--- src/rtl/usr_pkg.sv ---
// Shared types for the burst shift register: operation codes, FSM states
// and the shift-mode classifier.
package usr_pkg;

    localparam int unsigned MODE_W = 3;

    typedef enum logic [MODE_W-1:0] {
        ModeHold  = 3'b000,
        ModeShr   = 3'b001,
        ModeShl   = 3'b010,
        ModeLoad  = 3'b011,
        ModeRotr  = 3'b100,
        ModeRotl  = 3'b101,
        ModeAshr  = 3'b110,
        ModeClear = 3'b111
    } mode_e;

    typedef enum logic {
        StIdle,
        StBurst
    } state_e;

    function automatic logic is_shift_mode(mode_e m);
        return (m == ModeShr) || (m == ModeShl) || (m == ModeRotr) ||
               (m == ModeRotl) || (m == ModeAshr);
    endfunction

endpackage

--- src/rtl/usr_step.sv ---
// Combinational next value of the register for a single operation step.
module usr_step
    import usr_pkg::*;
#(
    parameter int unsigned WIDTH = 8
) (
    input  logic [WIDTH-1:0] q,
    input  mode_e            mode,
    input  logic             sl_in,
    input  logic             sr_in,
    input  logic [WIDTH-1:0] d,
    output logic [WIDTH-1:0] q_next
);

    always_comb begin
        q_next = q;
        unique case (mode)
            ModeHold:  q_next = q;
            ModeShr:   q_next = {sr_in, q[WIDTH-1:1]};
            ModeShl:   q_next = {q[WIDTH-2:0], sl_in};
            ModeLoad:  q_next = d;
            ModeRotr:  q_next = {q[0], q[WIDTH-1:1]};
            ModeRotl:  q_next = {q[WIDTH-2:0], q[WIDTH-1]};
            ModeAshr:  q_next = {q[WIDTH-1], q[WIDTH-1:1]};
            ModeClear: q_next = '0;
            default:   q_next = q;
        endcase
    end

endmodule

--- src/rtl/usr_burst_shifter.sv ---
// Universal shift register with multi-bit burst shifts and a busy/done handshake.
// Define USR_PARITY_EN to add the registered parity output q_par.
module usr_burst_shifter
    import usr_pkg::*;
#(
    parameter int unsigned WIDTH = 8,
    parameter int unsigned AMT_W = 4
) (
    input  logic              clk,
    input  logic              rst_n,
    input  logic              ena,
    input  logic              start,
    input  logic [MODE_W-1:0] mode,
    input  logic [AMT_W-1:0]  amt,
    input  logic              sl_in,
    input  logic              sr_in,
    input  logic [WIDTH-1:0]  d,
    output logic [WIDTH-1:0]  q,
    output logic              sout_msb,
    output logic              sout_lsb,
    output logic              busy,
    output logic              done
`ifdef USR_PARITY_EN
    ,
    output logic              q_par
`endif
);

    state_e           state_q, state_d;
    mode_e            mode_q, mode_d, step_mode, cmd_mode;
    logic [AMT_W-1:0] cnt_q, cnt_d;
    logic [WIDTH-1:0] q_q, q_d, step_q;
    logic             busy_q, busy_d, done_q, done_d;
    logic             cmd_shift;

    assign cmd_mode  = mode_e'(mode);
    assign cmd_shift = is_shift_mode(cmd_mode);

    // A shift command with zero amount still completes, but must not move q.
    always_comb begin
        step_mode = ModeHold;
        if (state_q == StBurst) begin
            step_mode = mode_q;
        end else if (start && !(cmd_shift && amt == '0)) begin
            step_mode = cmd_mode;
        end
    end

    usr_step #(
        .WIDTH (WIDTH)
    ) u_step (
        .q      (q_q),
        .mode   (step_mode),
        .sl_in  (sl_in),
        .sr_in  (sr_in),
        .d      (d),
        .q_next (step_q)
    );

    always_comb begin
        state_d = state_q;
        mode_d  = mode_q;
        cnt_d   = cnt_q;
        q_d     = q_q;
        busy_d  = busy_q;
        done_d  = 1'b0;
        if (ena) begin
            unique case (state_q)
                StIdle: begin
                    if (start) begin
                        mode_d = cmd_mode;
                        q_d    = step_q;
                        if (cmd_shift && amt > AMT_W'(1)) begin
                            state_d = StBurst;
                            cnt_d   = amt - AMT_W'(1);
                            busy_d  = 1'b1;
                        end else begin
                            done_d = 1'b1;
                        end
                    end
                end
                StBurst: begin
                    q_d   = step_q;
                    cnt_d = cnt_q - AMT_W'(1);
                    if (cnt_q == AMT_W'(1)) begin
                        state_d = StIdle;
                        busy_d  = 1'b0;
                        done_d  = 1'b1;
                    end
                end
                default: state_d = StIdle;
            endcase
        end
    end

    always_ff @(posedge clk) begin
        if (!rst_n) begin
            state_q <= StIdle;
            mode_q  <= ModeHold;
            cnt_q   <= '0;
            q_q     <= '0;
            busy_q  <= 1'b0;
            done_q  <= 1'b0;
        end else begin
            state_q <= state_d;
            mode_q  <= mode_d;
            cnt_q   <= cnt_d;
            q_q     <= q_d;
            busy_q  <= busy_d;
            done_q  <= done_d;
        end
    end

`ifdef USR_PARITY_EN
    logic par_q, par_d;

    // Parity of the next value, so it lines up with q in the same cycle.
    assign par_d = ^q_d;

    always_ff @(posedge clk) begin
        if (!rst_n) begin
            par_q <= 1'b0;
        end else begin
            par_q <= par_d;
        end
    end

    assign q_par = par_q;
`endif

    assign q        = q_q;
    assign sout_msb = q_q[WIDTH-1];
    assign sout_lsb = q_q[0];
    assign busy     = busy_q;
    assign done     = done_q;

endmodule

--- config.mk ---
export PLATFORM = sky130hd
export DESIGN_NAME = usr_burst_shifter
export DESIGN_NICKNAME = d
export VERILOG_FILES = /design/src/rtl/usr_pkg.sv /design/src/rtl/usr_step.sv /design/src/rtl/usr_burst_shifter.sv
export SDC_FILE = /design/constraint.sdc
export NUM_CORES = 1
export LEC_CHECK = 0
export CAP_MARGIN = 30
export CORE_MARGIN = 2
export CORE_UTILIZATION = 52
export CTS_BUF_LIST = sky130_fd_sc_hd__clkbuf_16
export CTS_CLUSTER_SIZE = 40
export DETAILED_ROUTE_END_ITERATION = 8
export PLACE_DENSITY = 0.84
export RECOVER_POWER = 25
export SLEW_MARGIN = 5
export SYNTH_ARGS = -nofsm -noshare
export SYNTH_HDL_FRONTEND = slang
export SYNTH_SLANG_ARGS = --single-unit
--- constraint.sdc ---
create_clock -name clk -period 3 [get_ports clk]
set_input_delay 0.45 -clock clk [delete_from_list [all_inputs] [get_ports clk]]
set_output_delay 0.45 -clock clk [all_outputs]
set_load 0.01 [all_outputs]
==> Flow_metrics.wiki, run 1 <==
{| class="wikitable"
! Metric !! Value
|-
| Status || finished, final reports clean
|-
| Commonest non-fill, non-tap cell in the layout || clkdlybuf4s50_1
|-
| Layout cell share with drive strength beyond 1 || 0.0914
|-
| Detailed router's first-iteration violation count || 50
|-
| Syn. warnings || 0
|-
| Hold Path Class || reg2reg
|-
| Overall overflow remaining after global route || 0
|-
| Net Sw Frac || 0.278
|-
| Maximum level of the CTS H-tree || 1
|-
| Die width || 53.5 µm
|-
| Crit path arrival time || 2.74 ns
|-
| Largest vdd supply drop || 0.000281 V
|-
| Post CTS Setup Buffer Count || 0
|-
| Starting density of the core || 0.565
|-
| Final routed DRC violation total || 0
|-
| Slew Viols, Final || 0
|-
| Port Buf Inserts || 32
|-
| Distinct cell type count of the synthesized netlist || 44
|-
| Post-DR wirelength/cell || 16.5 µm
|-
| TritonCTS Buffers || 3
|-
| Number of antenna violations at the first check in global routing || 0
|-
| Vias in the first global route || 1263
|-
| Global-route wire length before repair || 5980 µm
|-
| Number of standard cells after synthesis || 155
|-
| Via Count || 1337
|-
| Root Buffer Master || clkbuf_16
|-
| Clock tree buffer depth || 2
|-
| Number of register bits inferred by synthesis || 18
|-
| Worst setup path class || in2reg
|-
| Placeable core region || 2250 µm²
|-
| Number of fill cells in the layout || 173
|-
| Time the final worst path needs with I/O delays and setup || 2.56 ns
|-
| Reported net switching power || 204 µW
|-
| Average instance area after synthesis || 8.22 µm²
|-
| Final Hold Vio Count || 0
|-
| Layout Area Growth over Synthesis || 33.2%
|-
| Die Span Y || 53.5 µm
|-
| CTS Hold Bufs || 0
|-
| Power density over the cells || 434 nW/µm²
|-
| Combinational share of power || 0.269
|-
| Total negative slack for setup checks || 0 ns
|-
| Overall routed net length || 3540 µm
|-
| Design internal power || 531 µW
|-
| Flip-flop cell with the highest count after synthesis || dfxtp_1
|-
| Combined global-route utilization of all metal layers || 0.288
|-
| Commonest non-fill, non-tap cells in the layout || clkdlybuf4s50_1, dfxtp_1, o21ai_0
|-
| Area taken by multi-input logic gates || 842 µm²
|-
| CTS tree || yes
|-
| RSZ-0062 raised after global routing || no
|-
| Part of the total power dissipated in the clock network || 0.358
|-
| Pre-CTS WS || 0.254 ns
|-
| Via/cell ratio || 6.25
|-
| Critical path endpoint category || flip-flop
|-
| Final setup skew || 0.00277 ns
|-
| Source-to-sink clock delay at the later pin of the worst-skew pair || 0.25 ns
|-
| Achievable frequency || 390 MHz
|-
| FF+latch area || 360 µm²
|-
| Clock Pin Slew Worst Setup and Hold Paths || 0.05 ns
|-
| Sequential Power Share || 0.373
|-
| Count of TritonRoute iterations in the first routing pass || 5
|-
| Count of antenna-violating nets left after detailed routing || 0
|-
| Transition time at the pin with the least slew margin || 0.717 ns
|-
| Final worst-path cycle share || 0.854
|-
| Clock sink count || 18
|-
| Syn Std Cell Area || 1270 µm²
|-
| Static power due to leakage || 0.000691 µW
|-
| Final setup viols || 0
|-
| Top Ports || 33
|-
| Count of cells resized by post-cts repair || 0
|-
| Startpoint types || primary input
|-
| Net total in the final layout || 214
|-
| Placer congestion estimate || 0.912
|-
| Overall die area || 2860 µm²
|-
| Post-synth EDFFs || 0
|-
| Seq/Total Area, Yosys || 0.283
|-
| Critical Path RT || 3.17 ns
|-
| Post-DP HPWL || 2530 µm
|-
| Share of async-settable or async-resettable flops after synthesis || 0
|-
| Pin count of the biggest net entering global routing || 19
|-
| Highest net fanout along the worst path || 7
|-
| Std-Cell Rows || 17
|-
| Max-cap check violation count || 0
|-
| Worst Setup Slack, final || 0.437 ns
|-
| Post-synth net total || 181
|-
| Number of inserted diodes || 0
|-
| Max-slew headroom at the worst pin || 0.519
|}
power groups by stage:
stage,sequential (µW),clock [µW],combinational (µW)
global route,276,284,216
floorplan,277,0,113
detailed placement,278,0,194
CTS,274,264,197
global placement,277,0,188
finish,274,264,198
cells in the mapped netlist, drive strengths merged, types with 2 or more instances:
master | instances | share of area
o21ai | 19 | 0.075
dfxtp | 18 | 0.28
nand3 | 10 | 0.039
a31oi | 9 | 0.044
mux2i | 9 | 0.074
a21o | 8 | 0.047
buf | 8 | 0.035
a21oi | 7 | 0.028
nand2 | 7 | 0.021
nor2 | 7 | 0.021
ha | 5 | 0.049
inv | 5 | 0.015
nor2b | 5 | 0.025
nor3 | 4 | 0.020
nor4b | 3 | 0.026
o31ai | 3 | 0.026
a22oi | 2 | 0.012
clkbuf | 2 | 0.0059
nand3b | 2 | 0.012
nor3b | 2 | 0.012
o21a | 2 | 0.012
o221a | 2 | 0.018
o31a | 2 | 0.015
xnor2 | 2 | 0.014
area by class of cell:
type,instances,share of cell area
Multi-Input combinational cell,122,0.496
Timing Repair Buffer,38,0.215
Sequential cell,18,0.212
Clock buffer,3,0.0442
Tap cell,28,0.0206
Inverter,5,0.0111
per-stage QoR:
stage,cells,hold slack (ns),area [µm²],total power [µW],utilization
floorplan,155,0.461,1270,390,-
global placement,211,0.449,1620,465,0.719
detailed placement,211,0.495,1620,473,0.719
CTS,214,0.503,1700,735,0.752
global route,214,0.523,1700,776,0.752
finish,214,0.505,1700,736,0.752
logic make-up (layout without fill, tap and decap cells):
kind of cell	after synthesis	after routing	share of synthesized area
compound gates	62	62	0.329
xor+xnor	3	3	0.0206
fa+ha+maj	5	5	0.0491
buf+inv	15	46	0.0560
flops	18	18	0.283
mux	9	9	0.0737
simple gates	43	43	0.189
state kept, by name (all words and copies together) (netlist names):
signal and flops:
q 8, cnt_q 4, mode_q 3, busy 1
done 1, state_q 1
layer usage:
| layer | wire length, µm | up-vias | GRT usage |
|---|---|---|---|
| met4 | 59 | 0 | 0.0897 |
| met1 | 1540 | 616 | 0.392 |
| met3 | 285 | 9 | 0.0565 |
| met2 | 1650 | 69 | 0.453 |
| li1 | - | 643 | - |
| met5 | 0 | - | 0 |
path summary, 6_finish.rpt:
check	startpoint	to	slack, ns	cells after the start
setup / recovery	amt[0]	q[2]	0.44	8
setup reg to reg	state_q	q[2]	0.89	6
hold reg to reg	cnt_q[3]	cnt_q[3]	0.51	2
hold / removal	cnt_q[3]	cnt_q[3]	0.51	2
worst max-delay path, cell delays in order:
cell             delay (ns)
clkdlybuf4s50_1        0.53
inv_1                  0.08
ha_1                   0.22
nor4b_1                0.17
o31a_2                 0.39
a31oi_1                0.54
o21ai_0                0.17
a31oi_1                0.17
No activity file was read; power rests on OpenSTA's default activity.
==> inputs of run 2 (changes only) <==
--- a/config.mk
+++ b/config.mk
@@ -6,6 +6,7 @@
 export NUM_CORES = 1
 export LEC_CHECK = 0
 export CAP_MARGIN = 30
+export CORE_ASPECT_RATIO = 1.5
 export CORE_MARGIN = 2
 export CORE_UTILIZATION = 52
 export CTS_BUF_LIST = sky130_fd_sc_hd__clkbuf_16
==> run 2 against run 1 <==
Net effect:
- largest power group unchanged
- sequential share of layout area grew 0.21 points
- largest cell class unchanged
- clock power grew 2%
- critical path type unchanged
- via count shrank 0.67%
- wire length shrank 8.6%
- worst hold slack lost 0.041 ns
- clock skew grew 0.0033 ns
==> Flow_metrics.wiki, run 2 (same netlist as run 1, synthesis figures left out) <==
{| class="wikitable"
! Metric !! Value
|-
| Overall routed net length || 3230 µm (was 3540 µm)
|-
| Reported net switching power || 203 µW (was 204 µW)
|-
| Power density over the cells || 436 nW/µm² (was 434 nW/µm²)
|-
| Vias in the first global route || 1343 (was 1263)
|-
| Number of antenna violations at the first check in global routing || 0 (unchanged)
|-
| Net Sw Frac || 0.277 (was 0.278)
|-
| Reg2Reg Capture Point || q[0] (was q[2])
|-
| Final routed DRC violation total || 0 (unchanged)
|-
| Time the final worst path needs with I/O delays and setup || 2.49 ns (was 2.56 ns)
|-
| Die Span Y || 64.6 µm (was 53.5 µm)
|-
| Commonest non-fill, non-tap cells in the layout || clkdlybuf4s50_1, dfxtp_1, o21ai_0 (unchanged)
|-
| CTS tree || yes (unchanged)
|-
| Port Buf Inserts || 32 (unchanged)
|-
| Slowest cell on the critical path || clkdlybuf4s50_1 (was a31oi_1)
|-
| Hold Path Class || reg2reg (unchanged)
|-
| Final Hold Vio Count || 0 (unchanged)
|-
| Global-route wire length before repair || 5610 µm (was 5980 µm)
|-
| Starting density of the core || 0.532 (was 0.565)
|-
| Final setup viols || 0 (unchanged)
|-
| Origin of the worst min-delay path || busy (was cnt_q[3])
|-
| Status || finished, final reports clean (unchanged)
|-
| Transition time at the pin with the least slew margin || 0.700 ns (was 0.717 ns)
|-
| Post CTS Setup Buffer Count || 0 (unchanged)
|-
| CTS Hold Bufs || 0 (unchanged)
|-
| Commonest non-fill, non-tap cell in the layout || clkdlybuf4s50_1 (unchanged)
|-
| Placeable core region || 2390 µm² (was 2250 µm²)
|-
| Highest net fanout along the worst path || 6 (was 7)
|-
| Clock tree buffer depth || 2 (unchanged)
|-
| Critical path endpoint category || flip-flop (unchanged)
|-
| Slew Viols, Final || 0 (unchanged)
|-
| Clock Pin Slew Worst Setup and Hold Paths || 0.05 ns (about the same)
|-
| Pin count of the biggest net entering global routing || 22 (was 19)
|-
| Setup slack of the most critical reg-to-reg path || 0.79 ns (was 0.89 ns)
|-
| Combinational share of power || 0.255 (was 0.269)
|-
| Overall die area || 2870 µm² (was 2860 µm²)
|-
| Worst path cell trace || clkdlybuf4s50_1, inv_1, ha_1, or2_1, a221oi_1, o21ai_1, o21ai_0, a21boi_1 (was clkdlybuf4s50_1, inv_1, ha_1, nor4b_1, o31a_2, a31oi_1, o21ai_0, a31oi_1)
|-
| Post-DP HPWL || 2480 µm (was 2530 µm)
|-
| Final worst-path cycle share || 0.830 (was 0.854)
|-
| Overall overflow remaining after global route || 0 (unchanged)
|-
| Count of cells resized by post-cts repair || 0 (unchanged)
|-
| Maximum level of the CTS H-tree || 1 (unchanged)
|-
| TritonCTS Buffers || 3 (unchanged)
|-
| Post-DR wirelength/cell || 15.5 µm (was 16.5 µm)
|-
| Critical Path RT || 3.13 ns (was 3.17 ns)
|-
| Part of the total power dissipated in the clock network || 0.368 (was 0.358)
|-
| Depth of the worst register-to-register path || 5 (was 6)
|-
| Via Count || 1328 (was 1337)
|-
| Flip-flop count of the largest register, all copies and words added || 8 (unchanged)
|-
| Clock sink count || 18 (unchanged)
|-
| Die width || 44.4 µm (was 53.5 µm)
|-
| Max-cap check violation count || 0 (unchanged)
|-
| Number of cells traversed by the worst hold path || 2 (unchanged)
|-
| Top Ports || 33 (unchanged)
|-
| Std-Cell Rows || 22 (was 17)
|-
| Net total in the final layout || 212 (was 214)
|-
| Sequential Power Share || 0.377 (was 0.373)
|-
| Endpoint with the worst hold slack || busy (was cnt_q[3])
|-
| Design internal power || 530 µW (was 531 µW)
|-
| Max-slew headroom at the worst pin || 0.533 (was 0.519)
|-
| Achievable frequency || 402 MHz (was 390 MHz)
|-
| Final setup skew || 0.00611 ns (was 0.00277 ns)
|-
| Layout cell share with drive strength beyond 1 || 0.0811 (was 0.0914)
|-
| Via/cell ratio || 6.35 (was 6.25)
|-
| Crit path arrival time || 2.62 ns (was 2.74 ns)
|-
| Placer congestion estimate || 0.883 (was 0.912)
|-
| Largest vdd supply drop || 0.000301 V (was 0.000281 V)
|-
| Root Buffer Master || clkbuf_16 (unchanged)
|-
| Number of inserted diodes || 0 (unchanged)
|-
| Startpoint of the most critical register-to-register path || state_q (unchanged)
|-
| Count of TritonRoute iterations in the first routing pass || 4 (was 5)
|-
| Startpoint types || primary input (unchanged)
|-
| RSZ-0062 raised after global routing || no (unchanged)
|-
| Source-to-sink clock delay at the later pin of the worst-skew pair || 0.25 ns (about the same)
|-
| Max incr delay on CP || 0.52 ns (was 0.54 ns)
|-
| Combined global-route utilization of all metal layers || 0.254 (was 0.288)
|-
| Total negative slack for setup checks || 0 ns (unchanged)
|-
| Worst slack on hold paths || 0.464 ns (was 0.505 ns)
|-
| Layout Area Growth over Synthesis || 31.9% (was 33.2%)
|-
| Count of antenna-violating nets left after detailed routing || 0 (unchanged)
|-
| Worst setup path class || in2reg (unchanged)
|-
| Detailed router's first-iteration violation count || 41 (was 50)
|-
| Static power due to leakage || 0.000691 µW (about the same)
|}
[run 2: cell types whose count changed in the layout (fill, tap and decap cells not counted)]
cell / change
buf_4: -2
clkdlybuf4s50_1: -2
dlygate4sd3_1: +2
clkinv_1: +1
[run 2: through the flow]
stage                      util  cell area, µm²  setup WS, ns  power (µW)  instances
after floorplan               -            1270         0.992         390        155
after global placement    0.669            1600         0.406         462        205
after detailed placement  0.669            1600         0.278         469        205
after CTS                 0.702            1680         0.543         736        209
after global routing      0.702            1680         0.291         768        209
final                     0.702            1680         0.511         733        209
[run 2: layout make-up]
type                            instances  area (µm²)
Timing Repair Buffer                   36         350
Clock inverter                          1        3.75
Fill cell                             201         714
Inverter                                5        18.8
Sequential cell                        18         360
Clock buffer                            3        75.1
Multi-Input combinational cell        122         842
Tap cell                               24        30.0
[run 2: critical path, delay by kind of cell]
kind                     cells  cell delay (ns)
AO/OA/AOI/OAI                4             1.12
AND/OR/NAND/NOR              1             0.23
buffers and inverters        2             0.60
adder cells (fa/ha/maj)      1             0.22
[run 2: metal layers]
layer | routed length, µm | vias up | track usage
li1 | - | 643 | -
met1 | 1220 | 625 | 0.255
met2 | 1730 | 50 | 0.474
met3 | 183 | 10 | 0.0501
met4 | 99 | 0 | 0.121
met5 | 0 | - | 0
[run 2: how the worst max path moves through the flow]
stage / from / to / slack, ns
after global routing: amt[0] / cnt_q[3] / 0.29
after floorplan: amt[0] / q[0] / 0.99
final: amt[0] / cnt_q[3] / 0.51
after detailed placement: amt[0] / cnt_q[3] / 0.28
after CTS: amt[0] / cnt_q[3] / 0.54
after global placement: amt[0] / q[0] / 0.41
[run 2: power by group through the flow]
stage,clock (µW),combinational (µW),sequential [µW]
5_1_grt,282,206,279
6_report,269,187,276
3_3_place_gp,0,183,279
2_1_floorplan,0,113,277
4_1_cts,271,190,276
3_5_place_dp,0,188,281
==> inputs of run 3 (changes only) <==
--- a/config.mk
+++ b/config.mk
@@ -8,11 +8,11 @@
 export CAP_MARGIN = 30
 export CORE_ASPECT_RATIO = 1.5
 export CORE_MARGIN = 2
-export CORE_UTILIZATION = 52
+export CORE_UTILIZATION = 44
 export CTS_BUF_LIST = sky130_fd_sc_hd__clkbuf_16
 export CTS_CLUSTER_SIZE = 40
 export DETAILED_ROUTE_END_ITERATION = 8
-export PLACE_DENSITY = 0.84
+export PLACE_DENSITY = 0.76
 export RECOVER_POWER = 25
 export SLEW_MARGIN = 5
 export SYNTH_ARGS = -nofsm -noshare
==> constraint.sdc (replaced) <==
create_clock -name clk -period 2.2 [get_ports clk]
set_input_delay 0.33 -clock clk [delete_from_list [all_inputs] [get_ports clk]]
set_output_delay 0.33 -clock clk [all_outputs]
set_load 0.01 [all_outputs]
==> run 3 against run 2 <==
Net effect:
- register-to-register slack lost 0.43 ns
- sequential power grew 35%
- sequential share of layout area shrank 2.8 points
- final area grew 15%
- critical path type unchanged
- critical endpoint is now q[0]
- largest power group unchanged
==> Flow_metrics.wiki, run 3 (same netlist as run 1, synthesis figures left out) <==
{| class="wikitable"
! Metric !! Value
|-
| Status || finished, final reports clean (unchanged)
|-
| Max incr delay on CP || 0.57 ns (was 0.52 ns)
|-
| Top Ports || 33 (unchanged)
|-
| Overall overflow remaining after global route || 0 (unchanged)
|-
| Maximum level of the CTS H-tree || 1 (unchanged)
|-
| Final routed DRC violation total || 0 (unchanged)
|-
| Layout cell share with drive strength beyond 1 || 0.220 (was 0.0811)
|-
| Starting density of the core || 0.471 (was 0.532)
|-
| # placed instances || 238 (was 205)
|-
| Via/cell ratio || 5.93 (was 6.35)
|-
| Critical Path RT || 2.34 ns (was 3.13 ns)
|-
| Transition time at the pin with the least slew margin || 0.593 ns (was 0.700 ns)
|-
| Clock tree buffer depth || 2 (unchanged)
|-
| Number of inserted diodes || 0 (unchanged)
|-
| Worst setup path class || in2reg (unchanged)
|-
| Final Hold Vio Count || 0 (unchanged)
|-
| Startpoint types || primary input (unchanged)
|-
| RSZ-0062 raised after global routing || no (unchanged)
|-
| Number of cells traversed by the worst hold path || 2 (unchanged)
|-
| Die Span Y || 69.9 µm (was 64.6 µm)
|-
| Final setup viols || 0 (unchanged)
|-
| Flip-flop count of the largest register, all copies and words added || 8 (unchanged)
|-
| Layout Area Growth over Synthesis || 51.5% (was 31.9%)
|-
| Worst path cell trace || clkdlybuf4s50_1, buf_4, nand2_1, o31ai_2, buf_4, nor3_4, a221o_1, o221a_1 (was clkdlybuf4s50_1, inv_1, ha_1, or2_1, a221oi_1, o21ai_1, o21ai_0, a21boi_1)
|-
| Worst path buffer plus inverter count || 3 (was 2)
|-
| Net total in the final layout || 232 (was 212)
|-
| Count of antenna-violating nets left after detailed routing || 0 (unchanged)
|-
| Vias in the first global route || 1457 (was 1343)
|-
| Count of cell instances traversed by the critical path || 8 (unchanged)
|-
| Combined global-route utilization of all metal layers || 0.242 (was 0.254)
|-
| Worst slack on hold paths || 0.490 ns (was 0.464 ns)
|-
| Met1 layer wirelength in the final routing || 1370 µm (was 1220 µm)
|-
| Commonest non-fill, non-tap cell in the layout || clkdlybuf4s50_1 (unchanged)
|-
| Total power || 1060 µW (was 733 µW)
|-
| Crit path arrival time || 2.21 ns (was 2.62 ns)
|-
| Clock sink count || 18 (unchanged)
|-
| Port Buf Inserts || 32 (unchanged)
|-
| Placeable core region || 2710 µm² (was 2390 µm²)
|-
| Commonest non-fill, non-tap cells in the layout || clkdlybuf4s50_1, buf_4, dfxtp_1 (was clkdlybuf4s50_1, dfxtp_1, o21ai_0)
|-
| Power density over the cells || 550 nW/µm² (was 436 nW/µm²)
|-
| Hold Path Class || reg2reg (unchanged)
|-
| Die width || 47.9 µm (was 44.4 µm)
|-
| Pin count of the biggest net entering global routing || 19 (was 22)
|-
| Critical path endpoint category || flip-flop (unchanged)
|-
| Slowest cell on the critical path || clkdlybuf4s50_1 (unchanged)
|-
| Post-DR wirelength/cell || 15.7 µm (was 15.5 µm)
|-
| Time the final worst path needs with I/O delays and setup || 2.07 ns
|-
| Clock Pin Slew Worst Setup and Hold Paths || 0.06 ns (was 0.05 ns)
|-
| Max-cap check violation count || 0 (unchanged)
|-
| Slew Viols, Final || 0 (unchanged)
|-
| Pre-CTS WS || -0.278 ns (was 0.278 ns)
|-
| Achievable frequency || 482 MHz
|-
| Std-Cell Rows || 23 (was 22)
|-
| Post CTS Setup Buffer Count || 0 (unchanged)
|-
| Number of antenna violations at the first check in global routing || 0 (unchanged)
|-
| Count of TritonRoute iterations in the first routing pass || 4 (unchanged)
|-
| Depth of the worst register-to-register path || 7 (was 5)
|-
| Routed met2 length || 2130 µm (was 1730 µm)
|-
| Static power due to leakage || 0.000823 µW (was 0.000691 µW)
|-
| Highest routed metal layer || met4 (unchanged)
|-
| Cell seen most often among critical-path stages || buf_4
|-
| Global-route wire length before repair || 6160 µm (was 5610 µm)
|-
| Overall die area || 3350 µm² (was 2870 µm²)
|-
| Overall routed net length || 3800 µm (was 3230 µm)
|-
| Metal3 WL || 237 µm (was 183 µm)
|-
| Post-DP HPWL || 2790 µm (was 2480 µm)
|-
| Via Count || 1436 (was 1328)
|-
| TritonCTS Buffers || 3 (unchanged)
|-
| CTS tree || yes (unchanged)
|-
| Detailed router's first-iteration violation count || 57 (was 41)
|-
| Source-to-sink clock delay at the later pin of the worst-skew pair || 0.25 ns (about the same)
|-
| Highest net fanout along the worst path || 3 (was 6)
|-
| CTS Hold Bufs || 0 (unchanged)
|-
| Final core occ || 0.713 (was 0.702)
|-
| Cell class contributing the biggest share of worst-path delay || buffers and inverters (was compound AO/OA/AOI/OAI gates)
|-
| Largest vdd supply drop || 0.000406 V (was 0.000301 V)
|-
| Final worst-path cycle share || 0.943
|-
| Worst Setup Slack, final || 0.126 ns (was 0.511 ns)
|-
| Root Buffer Master || clkbuf_16 (unchanged)
|-
| Non-Filler Instances || 242 (was 209)
|-
| Final setup skew || 0.00365 ns (was 0.00611 ns)
|-
| Placer congestion estimate || 0.845 (was 0.883)
|-
| Max-slew headroom at the worst pin || 0.604 (was 0.533)
|-
| Number of fill cells in the layout || 231 (was 201)
|}
==> run 3: cell type report <==
class | count | area, µm² | share of cell area
Timing Repair Buffer | 56 | 531 | 0.275
Clock inverter | 1 | 3.75 | 0.00195
Tap cell | 37 | 46.3 | 0.0240
Sequential cell | 18 | 360 | 0.187
Clock buffer | 3 | 75.1 | 0.0389
Inverter | 5 | 18.8 | 0.00973
Multi-Input combinational cell | 122 | 895 | 0.464
==> run 3: where the power goes <==
| group | internal, µW | switching [µW] |
|---|---|---|
| clock network | 242 | 130 |
| registers | 349 | 23.4 |
| logic | 169 | 147 |
==> run 3: repair_timing <==
| item | 4_1_cts | 5_1_grt |
|---|---|---|
| pin swaps | 0 | 1 |
| gates resized for setup | 1 | 13 |
| endpoints found under the setup margin | 5 | 13 |
==> run 3: routing by layer <==
| layer | track usage | vias to the layer above |
|---|---|---|
| li1 | - | 679 |
| met1 | 0.272 | 686 |
| met2 | 0.413 | 63 |
| met3 | 0.0362 | 8 |
| met4 | 0.114 | 0 |
| met5 | 0 | - |
==> run 3: tightest hold or removal path, stage by stage (launching register included) <==
cell and delay, ns:
dfxtp_1 0.33, a31oi_1 0.05, nor2_1 0.07
==> run 3: path summary, 6_finish.rpt <==
path | from | end | slack, ns
max | mode[1] | q[0] | 0.13
max reg2reg | state_q | q[0] | 0.36
min | busy | busy | 0.49
min reg2reg | busy | busy | 0.49
==> run 3: per-stage QoR <==
step	cell area (µm²)	TNS [ns]
2_1_floorplan	1270	0
3_3_place_gp	1790	-1.67
3_5_place_dp	1790	-2.83
4_1_cts	1880	0
5_1_grt	1930	0
6_report	1930	0
